===== src/rtl/i2c_ram_bridge.sv =====
// i2c_ram_bridge: I2C slave giving an external master burst read/write
// access to a single-port synchronous RAM, with a host-select mux so the
// CPU core owns the RAM port whenever iicing=0.
// Optional build macro: I2C_GLITCH_FILTER_EN adds a 3-sample majority filter
// on sck/sda after the synchronisers (rejects 1-gclk pulses, +2 gclk latency).
module i2c_ram_bridge #(
  parameter logic [6:0] DEV_ADDR    = 7'h50,
  parameter int         DATA_W      = 16,
  parameter int         ADDR_W      = 8,
  parameter int         SYNC_STAGES = 2
) (
  input  logic              gclk,
  input  logic              rst_n,
  input  logic              sck,
  input  logic              sda_i,
  output logic              sda_oe,
  input  logic              iicing,
  input  logic              core_we,
  input  logic [ADDR_W-1:0] core_addr,
  input  logic [DATA_W-1:0] core_wdata,
  output logic [DATA_W-1:0] core_rdata,
  output logic              mem_we,
  output logic [ADDR_W-1:0] mem_addr,
  output logic [DATA_W-1:0] mem_wdata,
  input  logic [DATA_W-1:0] mem_rdata,
  output logic              busy,
  output logic              wr_err
);

  localparam int NB = DATA_W / 8;       // bytes per RAM word
  localparam int NI = (ADDR_W + 7) / 8; // index bytes
  localparam int IW = NI * 8;

  typedef enum logic [3:0] {
    S_IDLE, S_DEVADDR, S_DEVACK, S_INDEX, S_IDXACK,
    S_WDATA, S_WACK, S_RDATA, S_RACK, S_IGNORE
  } state_t;

  // Bus conditioning: synchronisers reset to the idle-high bus level so that
  // leaving reset never manufactures a false edge.
  logic [SYNC_STAGES-1:0] r_sck_sync, r_sda_sync;
  logic                   w_sck, w_sda;
  logic                   r_sck_d, r_sda_d;

  // Shift sck and sda through the synchroniser chains.
  always_ff @(posedge gclk or negedge rst_n) begin
    if (!rst_n) begin
      r_sck_sync <= '1;
      r_sda_sync <= '1;
    end else begin
      r_sck_sync <= {r_sck_sync[SYNC_STAGES-2:0], sck};
      r_sda_sync <= {r_sda_sync[SYNC_STAGES-2:0], sda_i};
    end
  end

`ifdef I2C_GLITCH_FILTER_EN
  logic [2:0] r_sck_flt, r_sda_flt;

  // Keep the last three synchronised samples for the majority vote.
  always_ff @(posedge gclk or negedge rst_n) begin
    if (!rst_n) begin
      r_sck_flt <= '1;
      r_sda_flt <= '1;
    end else begin
      r_sck_flt <= {r_sck_flt[1:0], r_sck_sync[SYNC_STAGES-1]};
      r_sda_flt <= {r_sda_flt[1:0], r_sda_sync[SYNC_STAGES-1]};
    end
  end

  assign w_sck = (r_sck_flt[0] & r_sck_flt[1]) | (r_sck_flt[0] & r_sck_flt[2]) |
                 (r_sck_flt[1] & r_sck_flt[2]);
  assign w_sda = (r_sda_flt[0] & r_sda_flt[1]) | (r_sda_flt[0] & r_sda_flt[2]) |
                 (r_sda_flt[1] & r_sda_flt[2]);
`else
  assign w_sck = r_sck_sync[SYNC_STAGES-1];
  assign w_sda = r_sda_sync[SYNC_STAGES-1];
`endif

  // Delayed copies of the conditioned lines for edge detection.
  always_ff @(posedge gclk or negedge rst_n) begin
    if (!rst_n) begin
      r_sck_d <= 1'b1;
      r_sda_d <= 1'b1;
    end else begin
      r_sck_d <= w_sck;
      r_sda_d <= w_sda;
    end
  end

  logic w_sck_rise, w_sck_fall, w_start, w_stop;
  assign w_sck_rise = w_sck & ~r_sck_d;
  assign w_sck_fall = ~w_sck & r_sck_d;
  // sck must be high on both samples so an sck edge is never taken for START/STOP.
  assign w_start    = r_sda_d & ~w_sda & w_sck & r_sck_d;
  assign w_stop     = ~r_sda_d & w_sda & w_sck & r_sck_d;

  // Protocol state
  state_t            r_state, state_next;
  logic [3:0]        r_bitcnt, bitcnt_next;
  logic [7:0]        r_bytecnt, bytecnt_next;
  logic [7:0]        r_shift, shift_next;
  logic [IW-1:0]     r_idx, idx_next;
  logic [DATA_W-1:0] r_word, word_next;
  logic [DATA_W-1:0] r_tx, tx_next;
  logic [ADDR_W-1:0] r_pointer, pointer_next;
  logic              r_sda_oe, sda_oe_next;
  logic              r_busy, busy_next;
  logic              r_wr_err, wr_err_next;
  logic              r_mem_we, mem_we_next;
  logic              r_ptr_inc, ptr_inc_next;
  logic              r_rw, rw_next;
  // Read pipeline: request (pointer settles) -> issue (address on RAM) -> latch.
  logic              r_rd_req, rd_req_next;
  logic              r_rd_issue, r_rd_latch;
  logic [DATA_W-1:0] r_core_rdata;
  logic              w_rx_state;

  assign w_rx_state = (r_state == S_DEVADDR) || (r_state == S_INDEX) || (r_state == S_WDATA);

  // State and datapath registers.
  always_ff @(posedge gclk or negedge rst_n) begin
    if (!rst_n) begin
      r_state    <= S_IDLE;
      r_bitcnt   <= '0;
      r_bytecnt  <= '0;
      r_shift    <= '0;
      r_idx      <= '0;
      r_word     <= '0;
      r_tx       <= '0;
      r_pointer  <= '0;
      r_sda_oe   <= 1'b0;
      r_busy     <= 1'b0;
      r_wr_err   <= 1'b0;
      r_mem_we   <= 1'b0;
      r_ptr_inc  <= 1'b0;
      r_rw       <= 1'b0;
      r_rd_req   <= 1'b0;
      r_rd_issue <= 1'b0;
      r_rd_latch <= 1'b0;
    end else begin
      r_state    <= state_next;
      r_bitcnt   <= bitcnt_next;
      r_bytecnt  <= bytecnt_next;
      r_shift    <= shift_next;
      r_idx      <= idx_next;
      r_word     <= word_next;
      r_tx       <= tx_next;
      r_pointer  <= pointer_next;
      r_sda_oe   <= sda_oe_next;
      r_busy     <= busy_next;
      r_wr_err   <= wr_err_next;
      r_mem_we   <= mem_we_next;
      r_ptr_inc  <= ptr_inc_next;
      r_rw       <= rw_next;
      r_rd_req   <= rd_req_next;
      r_rd_issue <= r_rd_req;
      r_rd_latch <= r_rd_issue;
    end
  end

  // Next-state and datapath logic; START/STOP override every bit event.
  always_comb begin
    state_next   = r_state;
    bitcnt_next  = r_bitcnt;
    bytecnt_next = r_bytecnt;
    shift_next   = r_shift;
    idx_next     = r_idx;
    word_next    = r_word;
    tx_next      = r_tx;
    pointer_next = r_pointer;
    sda_oe_next  = r_sda_oe;
    busy_next    = r_busy;
    wr_err_next  = r_wr_err;
    rw_next      = r_rw;
    mem_we_next  = 1'b0;
    ptr_inc_next = 1'b0;
    rd_req_next  = 1'b0;

    if (r_ptr_inc) pointer_next = r_pointer + ADDR_W'(1);
    if (r_rd_latch) tx_next = mem_rdata;

    if (w_start) begin
      state_next   = S_DEVADDR;
      bitcnt_next  = '0;
      bytecnt_next = '0;
      sda_oe_next  = 1'b0;
    end else if (w_stop) begin
      state_next   = S_IDLE;
      bitcnt_next  = '0;
      bytecnt_next = '0;
      sda_oe_next  = 1'b0;
      busy_next    = 1'b0;
    end else begin
      if (w_rx_state && w_sck_rise && r_bitcnt != 4'd8) begin
        shift_next  = {r_shift[6:0], w_sda};
        bitcnt_next = r_bitcnt + 4'd1;
      end
      case (r_state)
        S_DEVADDR: begin
          if (w_sck_fall && r_bitcnt == 4'd8) begin
            bitcnt_next = '0;
            if (r_shift[7:1] == DEV_ADDR) begin
              state_next  = S_DEVACK;
              sda_oe_next = 1'b1;
              busy_next   = 1'b1;
              rw_next     = r_shift[0];
              rd_req_next = r_shift[0];
            end else begin
              state_next = S_IGNORE;
              busy_next  = 1'b0;
            end
          end
        end
        S_DEVACK: begin
          if (w_sck_fall) begin
            bytecnt_next = '0;
            bitcnt_next  = '0;
            if (r_rw) begin
              state_next  = S_RDATA;
              sda_oe_next = ~r_tx[DATA_W-1];
            end else begin
              state_next  = S_INDEX;
              sda_oe_next = 1'b0;
            end
          end
        end
        S_INDEX: begin
          if (w_sck_fall && r_bitcnt == 4'd8) begin
            bitcnt_next = '0;
            state_next  = S_IDXACK;
            sda_oe_next = 1'b1;
            idx_next    = (r_idx << 8) | IW'(r_shift);
          end
        end
        S_IDXACK: begin
          if (w_sck_fall) begin
            sda_oe_next = 1'b0;
            if (r_bytecnt == 8'(NI - 1)) begin
              pointer_next = r_idx[ADDR_W-1:0];
              bytecnt_next = '0;
              state_next   = S_WDATA;
            end else begin
              bytecnt_next = r_bytecnt + 8'd1;
              state_next   = S_INDEX;
            end
          end
        end
        S_WDATA: begin
          if (w_sck_fall && r_bitcnt == 4'd8) begin
            bitcnt_next = '0;
            state_next  = S_WACK;
            sda_oe_next = 1'b1;
            word_next   = (r_word << 8) | DATA_W'(r_shift);
          end
        end
        S_WACK: begin
          if (w_sck_fall) begin
            sda_oe_next = 1'b0;
            state_next  = S_WDATA;
            if (r_bytecnt == 8'(NB - 1)) begin
              bytecnt_next = '0;
              ptr_inc_next = 1'b1;
              if (iicing) mem_we_next = 1'b1;
              else        wr_err_next = 1'b1;
            end else begin
              bytecnt_next = r_bytecnt + 8'd1;
            end
          end
        end
        S_RDATA: begin
          if (w_sck_rise && r_bitcnt != 4'd8) begin
            tx_next     = r_tx << 1;
            bitcnt_next = r_bitcnt + 4'd1;
          end else if (w_sck_fall) begin
            if (r_bitcnt == 4'd8) begin
              sda_oe_next = 1'b0;
              bitcnt_next = '0;
              state_next  = S_RACK;
            end else begin
              sda_oe_next = ~r_tx[DATA_W-1];
            end
          end
        end
        S_RACK: begin
          if (w_sck_rise) begin
            if (w_sda) begin
              state_next = S_IGNORE;
            end else if (r_bytecnt == 8'(NB - 1)) begin
              bytecnt_next = '0;
              ptr_inc_next = 1'b1;
              rd_req_next  = 1'b1;
            end else begin
              bytecnt_next = r_bytecnt + 8'd1;
            end
          end else if (w_sck_fall) begin
            state_next  = S_RDATA;
            sda_oe_next = ~r_tx[DATA_W-1];
          end
        end
        default: ;
      endcase
    end
  end

  // Core read data follows the RAM only while the core owns the port.
  always_ff @(posedge gclk or negedge rst_n) begin
    if (!rst_n)       r_core_rdata <= '0;
    else if (!iicing) r_core_rdata <= mem_rdata;
  end

  assign mem_we     = iicing ? r_mem_we  : core_we;
  assign mem_addr   = iicing ? r_pointer : core_addr;
  assign mem_wdata  = iicing ? r_word    : core_wdata;
  assign core_rdata = r_core_rdata;
  assign sda_oe     = r_sda_oe;
  assign busy       = r_busy;
  assign wr_err     = r_wr_err;

endmodule


===== config.mk =====
export PLATFORM = sky130hd
export DESIGN_NAME = i2c_ram_bridge
export DESIGN_NICKNAME = d
export VERILOG_FILES = /design/src/rtl/i2c_ram_bridge.sv
export SDC_FILE = /design/constraint.sdc
export NUM_CORES = 1
export LEC_CHECK = 0
export BUFFER_PORTS_ARGS = -buffer_cell sky130_fd_sc_hd__buf_2
export CORE_UTILIZATION = 39
export DETAILED_ROUTE_END_ITERATION = 6
export PLACE_DENSITY = 0.68
export SYNTH_ARGS = -nofsm -noshare
export SYNTH_HDL_FRONTEND = slang
export SYNTH_SLANG_ARGS = --single-unit
export TNS_END_PERCENT = 1

===== constraint.sdc =====
create_clock -name gclk -period 2.9 [get_ports gclk]
set_input_delay 0.435 -clock gclk [delete_from_list [all_inputs] [get_ports gclk]]
set_output_delay 0.435 -clock gclk [all_outputs]
set_load 0.02 [all_outputs]

After elaboration in Yosys (flattened, before gate mapping):

Index checks and enable logic that the tools add are counted.

* bits in registers: 103
* bits of input ports: 46
* output and inout port bits: 44
* logic and storage cells: 183

* add/subtract/negate cells: 3
* equality and inequality tests: 30
* multiplexer cells: 87
* bitwise gates (word level): 17
* reduce and logical (&&, ||, !) cells: 24

Operators with widths (count)
* 8-bit two-way mux: 16
* 16-bit two-way mux: 6
* 4-bit two-way mux: 23
* 4-bit inequality test, second input constant: 11
* 1-bit two-way mux: 34
* 4-bit one-hot mux with 8 select lines: 1
* 8-bit one-hot mux with 4 select lines: 1
* 8-bit by 1-bit adder with 8-bit output, second input constant: 2
* 4-bit by 3-bit == test with 1-bit output, second input constant: 4
* 4-bit by 3-bit inequality test with 1-bit output, second input constant: 4
* 16-bit by 8-bit bitwise OR with 16-bit output: 1
* 4-bit one-hot mux with 3 select lines: 1
* 12-bit AND reduction: 1
* 6-bit AND reduction: 2
* 5-bit inequality test, second input constant: 2
* 10-bit AND reduction: 1
* 10-bit nonzero test: 1
* 1-bit AND: 8
* 4-bit by 2-bit == test with 1-bit output, second input constant: 2
* 4-bit == test, second input constant: 2
* 8-bit by 1-bit == test with 1-bit output, second input constant: 1
* 8-bit logical NOT: 1
* 4-bit by 1-bit inequality test with 1-bit output, second input constant: 2
* 1-bit inverter: 8
* 16 further kinds: 26

Depth between registers and ports, before layout:

* depth after elaboration: 12
* depth in mapped cells: 8
* mapped depth without buffers: 7

Worst setup path before layout:

OpenSTA, ideal clock, no wires.

* path kind: reg-to-reg
* start: register r_sck_sync[1]
* end: register r_shift[1]
* library setup time: 0.125 ns
* arrival time: 1.968 ns
* required time: 2.775 ns
* setup slack: 0.808 ns
* stages on the path, launching flop included: 7
* path buffers: 0
* period minus slack after synthesis: 2.092 ns
* path through: dfstp_2 -> ha_1 -> inv_1 -> nor3_2 -> nand2_1 -> nor2_2 -> mux2_2

* cells in the longest elaborated chain, start to end: 4
* elaborated cells on any way between the ends: 10
* those cells by class: 7 x bitwise; 3 x reduce/logical

Ends and longest elaborated chain
* start: declaration: line 41 `logic [SYNC_STAGES-1:0] r_sck_sync, r_sda_sync;`
* start signal: assignment: line 51 `r_sck_sync <= {r_sck_sync[SYNC_STAGES-2:0], sck};`
* 1-bit AND (on tied branches): line 95, 91, 94
* 1-bit AND, or another cell as far along: line 95 `assign w_stop = ~r_sda_d & w_sda & w_sck & r_sck_d;`
* 1-bit inverter (no line) or 1-bit logical AND (tied branches)
* 3-bit AND reduction (no line) (*)
* end signal: assignment: line 144 `r_shift <= shift_next;`
* end: declaration: line 101 `logic [7:0] r_shift, shift_next;`

Every way passes the cells marked *; elsewhere a longest branch is shown, timed or not.
A chain may end at the register's enable or synchronous reset.

Worst setup path in the final report:

Ends and elaborated chain as after synthesis.

==> results list <==
* Result of the run: finished clean
- Pin placement for this block handled 90 I/O pins.
* Power density over the cells: 693 mW/mm^2
- Number of clock sinks: 103
- The slowest stage of the critical path is the sky130_fd_sc_hd__dfstp_2 cell.
- The die covers 0.0140 sq mm.
- Number of buffers inserted by port buffering: 89
* Crit-path max FO: 8
- Row generation in the floorplan step produced 42 rows.
- Of the cells placed in the final design, the portion with a size suffix greater than 1 is 36.5%.
- Timing analysis after detailed placement gives a worst setup slack of 0.497 ns.
- Total wirelength of the detailed-routed design: 11700 microns
- Final Slew Violations: 0
- The signal on the critical path passes through ha_1 > inv_1 > nor3_2 > nand2_1 > nor2_2 > mux2_2.
- Of the total power, the clock network draws 26.4%.
* Crit Path Class: reg -> reg
- Leaving out fill and tap cells, the most frequent cells in the layout are sky130_fd_sc_hd__dfrtp_1 (97), sky130_fd_sc_hd__buf_2 (88), sky130_fd_sc_hd__mux2_2 (73).
* Mapped Nets: about 530
- Maximum number of pins on one net before global-route repair: 56
- Multi-input gate area: 0.00256 sq mm
- Delay of the slowest critical-path stage: 0.60 ns
- Number of antenna violations at the first check in global routing: 0
* Wire length of the first global-routing pass: 19400 microns
* Per-cell via count in the routed design: roughly 5.4
- In this run, post-CTS hold repair placed 0 buffers.
* Overall die width: 118 microns
* Maximum resistive drop on vdd: 0.288 mV
* Mean cell area of the mapped netlist: 11.1 sq um
- The Yosys step of the flow raised 0 warnings.
* Worst hold slack: roughly 0.12 ns
- After technology mapping, the gate count stands at 476.
- Area of the core: around 0.013 sq mm
- Across the routed clock network, the largest skew measured is between 0.009 and 0.01 ns.
- Switching pwr: ~1500 uW
- Average detailed-routed wire length per instance: around 16 microns
- The tool flagged a number of max-cap violations equal to 0.
- Post-route minimum period: 2.45 ns
- For this run, the register share of the synthesized area comes to 48.9%.
* Post-DRT Antenna Nets: 0
- Final standard cell utilization of the core: 47.2%
- # diodes: 0
* Source-to-sink clock delay at the later pin of the worst-skew pair: 0.35 ns
- Net count, final: 622
- Overall fraction of global-route tracks in use: about 18%
- Register bit count reported by yosys: 103
- Static Leakage: 0.00286 uW
* Critical path launch point type: register
- Total count of hold-check failures in the final report: 0
* DRC errors left: 0
- Most common flop cell mapped by yosys: sky130_fd_sc_hd__dfrtp_1
* Sequential cell area: 0.00258 sq mm
* Die Height: 118 microns
- STA puts the critical path data required time at roughly 3.1 ns.
- Starting utilization of the core area: approximately two fifths
- The worst pin sits at a relative slew slack of 45.1%.
- Total negative slack: 0 ns
- Final worst path period share: a little over four fifths
- The routed layout has 4051 vias.
- The synthesized design contains 0 enable-type register cells.
- In this run, distinct cell masters in the synthesized netlist total between 60 and 70.
* Most frequent standard cell in the layout excluding fill and tap cells: sky130_fd_sc_hd__dfrtp_1
- For this run, the number of standard cells in the final layout without fillers is 748.
- The min-delay analysis places its worst path in the category in -> async.
- The share of total power dissipated in combinational logic is 27.4%.
- Root buffer selected by CTS: sky130_fd_sc_hd__clkbuf_16
- Number of detailed-route iterations in the first pass: 5
- Most area-hungry cell type in the Yosys netlist: sky130_fd_sc_hd__dfrtp_1
- Including well taps, the total number of placed cells is 732.
- The top cell type by area accounts for between 40% and 50% of the synthesized area.
* Post-route setup slack: 0.449 ns
- Share of power burned in registers: between 40 and 50%
* Fill cells: approximately 1.2k
- The worst setup path is captured at a register.
- In this run, CTS created clock tree buffers numbering 9.
* Area contributors post-synth: sky130_fd_sc_hd__dfrtp_1 (46%), sky130_fd_sc_hd__mux2_2 (16%), sky130_fd_sc_hd__mux2i_1 (3.6%)
- TritonCTS built the clock tree.
- Worst Tran Pin Value: 0.824 ns
* Buffers from clock root to sink, at most: 2
- Cell-internal power: ~2800 uW
- Of the total power, the share spent switching nets is 34.8%.
- In this run the post-CTS setup repair buffer count came out at 0.
* Area added between synthesis and finish: 18.3%
- After legalization and detailed placement, the total HPWL measured 8330 microns.
- Mapped cell area: 0.00528 sq mm
- # resized after CTS: 0
* Final setup violation count: 0
- Via count of the first global-routing pass: approximately 3.8k
- Global routing finished with a remaining overflow of 0.
* Share of flip-flops with an asynchronous set or reset: 100%
- After clock tree synthesis, the clock-pin slew on the worst setup and hold paths is approximately 0.070 ns.
- The congestion estimate from routability-driven global placement came to approximately 0.96.
- Data arrives at the worst endpoint at 2.68 ns.
- Fmax: 0.408 GHz
* Drt initial violations: 442
- Htree depth: 3
- RSZ-0062 raised after global routing: false
[logic make-up after synthesis]
| kind of cell | after synthesis | share of synthesized area, % |
|---|---|---|
| flip-flops | 103 | 48.9 |
| AO/OA/AOI/OAI | 101 | 12.3 |
| adder cells (fa/ha/maj) | 9 | 2.13 |
| AND/OR/NAND/NOR | 129 | 13.6 |
| XOR/XNOR | 8 | 1.33 |
| buffers and inverters | 34 | 2.61 |
| multiplexers | 92 | 19.2 |
[stage by stage]
step / cell area (sq um) / total power, uW
floorplan: 5280 / 2800
global placement: 5970 / 3170
detailed placement: 5970 / 3200
CTS: 6250 / 4380
global route: 6250 / 4620
finish: 6250 / 4330
[critical path: cells and delay by family (launching register included)]
kind | cells | cell delay [ns]
muxes | 1 | 0.39
buffers and inverters | 1 | 0.13
adders and majority gates | 1 | 0.33
and+or+nand+nor | 3 | 0.87
DFF | 1 | 0.60
[power by group through the flow]
| stage | Sequential, uW | Combinational (uW) | Clock (uW) |
|---|---|---|---|
| after floorplan | 1920 | 876 | 0 |
| after detailed placement | 2020 | 1180 | 0 |
| after global routing | 2050 | 1320 | 1250 |
| after CTS | 2000 | 1190 | 1190 |
| final | 2000 | 1190 | 1140 |
| after global placement | 2010 | 1160 | 0 |
[synthesized netlist by cell type (all sizes together), types with 2 or more instances]
| cell | count |
|---|---|
| ha | 9 |
| nand3 | 7 |
| inv | 13 |
| a211oi | 2 |
| nand4 | 6 |
| o21a | 3 |
| a21o | 2 |
| nand2 | 33 |
| dfrtp | 97 |
| o21ai | 33 |
| xor2 | 5 |
| nor3 | 13 |
| o211ai | 3 |
| and3 | 9 |
| or4b | 2 |
| a32oi | 2 |
| a311oi | 4 |
| nand4b | 2 |
| nor2b | 8 |
| a21oi | 28 |
| o21bai | 4 |
| xnor2 | 3 |
| nor2 | 29 |
| buf | 10 |
| mux2i | 19 |
| o32a | 2 |
| mux2 | 73 |
| clkbuf | 11 |
| dfstp | 6 |
| a22o | 8 |
| and3b | 2 |
| nand2b | 6 |
| nor4 | 2 |
[area by class of cell]
type	instances	area share (%)
Timing Repair Buffer	101	8.81
Clock inverter	7	0.881
Sequential cell	103	41.4
Multi-Input combinational cell	339	41.0
Tap cell	176	3.52
Clock buffer	9	3.60
Inverter	13	0.781
[path summary, 6_finish.rpt]
check | startpoint | endpoint | slack, ns | cells after the start
min in group gclk | sda_i | r_sda_sync[0] | 0.18 | 1
setup / recovery | r_sck_sync[1] | r_shift[1] | 0.45 | 6
hold reg to reg | r_rd_req | r_rd_issue | 0.35 | 0
max in group asynchronous | rst_n | r_sck_d | 2.07 | 2
hold / removal | rst_n | core_rdata[8] | 0.12 | 1
setup reg to reg | r_sck_sync[1] | r_shift[1] | 0.45 | 6
[metal layers]
metal	global-route usage [%]	vias up	part of all wire (%)
li1	-	1931	-
met1	23.4	1994	46
met2	27.6	112	48
met3	4.49	14	5.1
met4	5.93	0	1.3
met5	0	-	0
[state kept, by name, indices dropped and copies added (netlist names), 2 cells and up]
name,count
core_rdata,16
r_bitcnt,4
r_bytecnt,8
r_idx,8
r_pointer,8
r_sck_sync,2
r_sda_sync,2
r_shift,8
r_state,4
r_tx,16
r_word,16
Note: power is estimated with default switching activity, not from simulation.
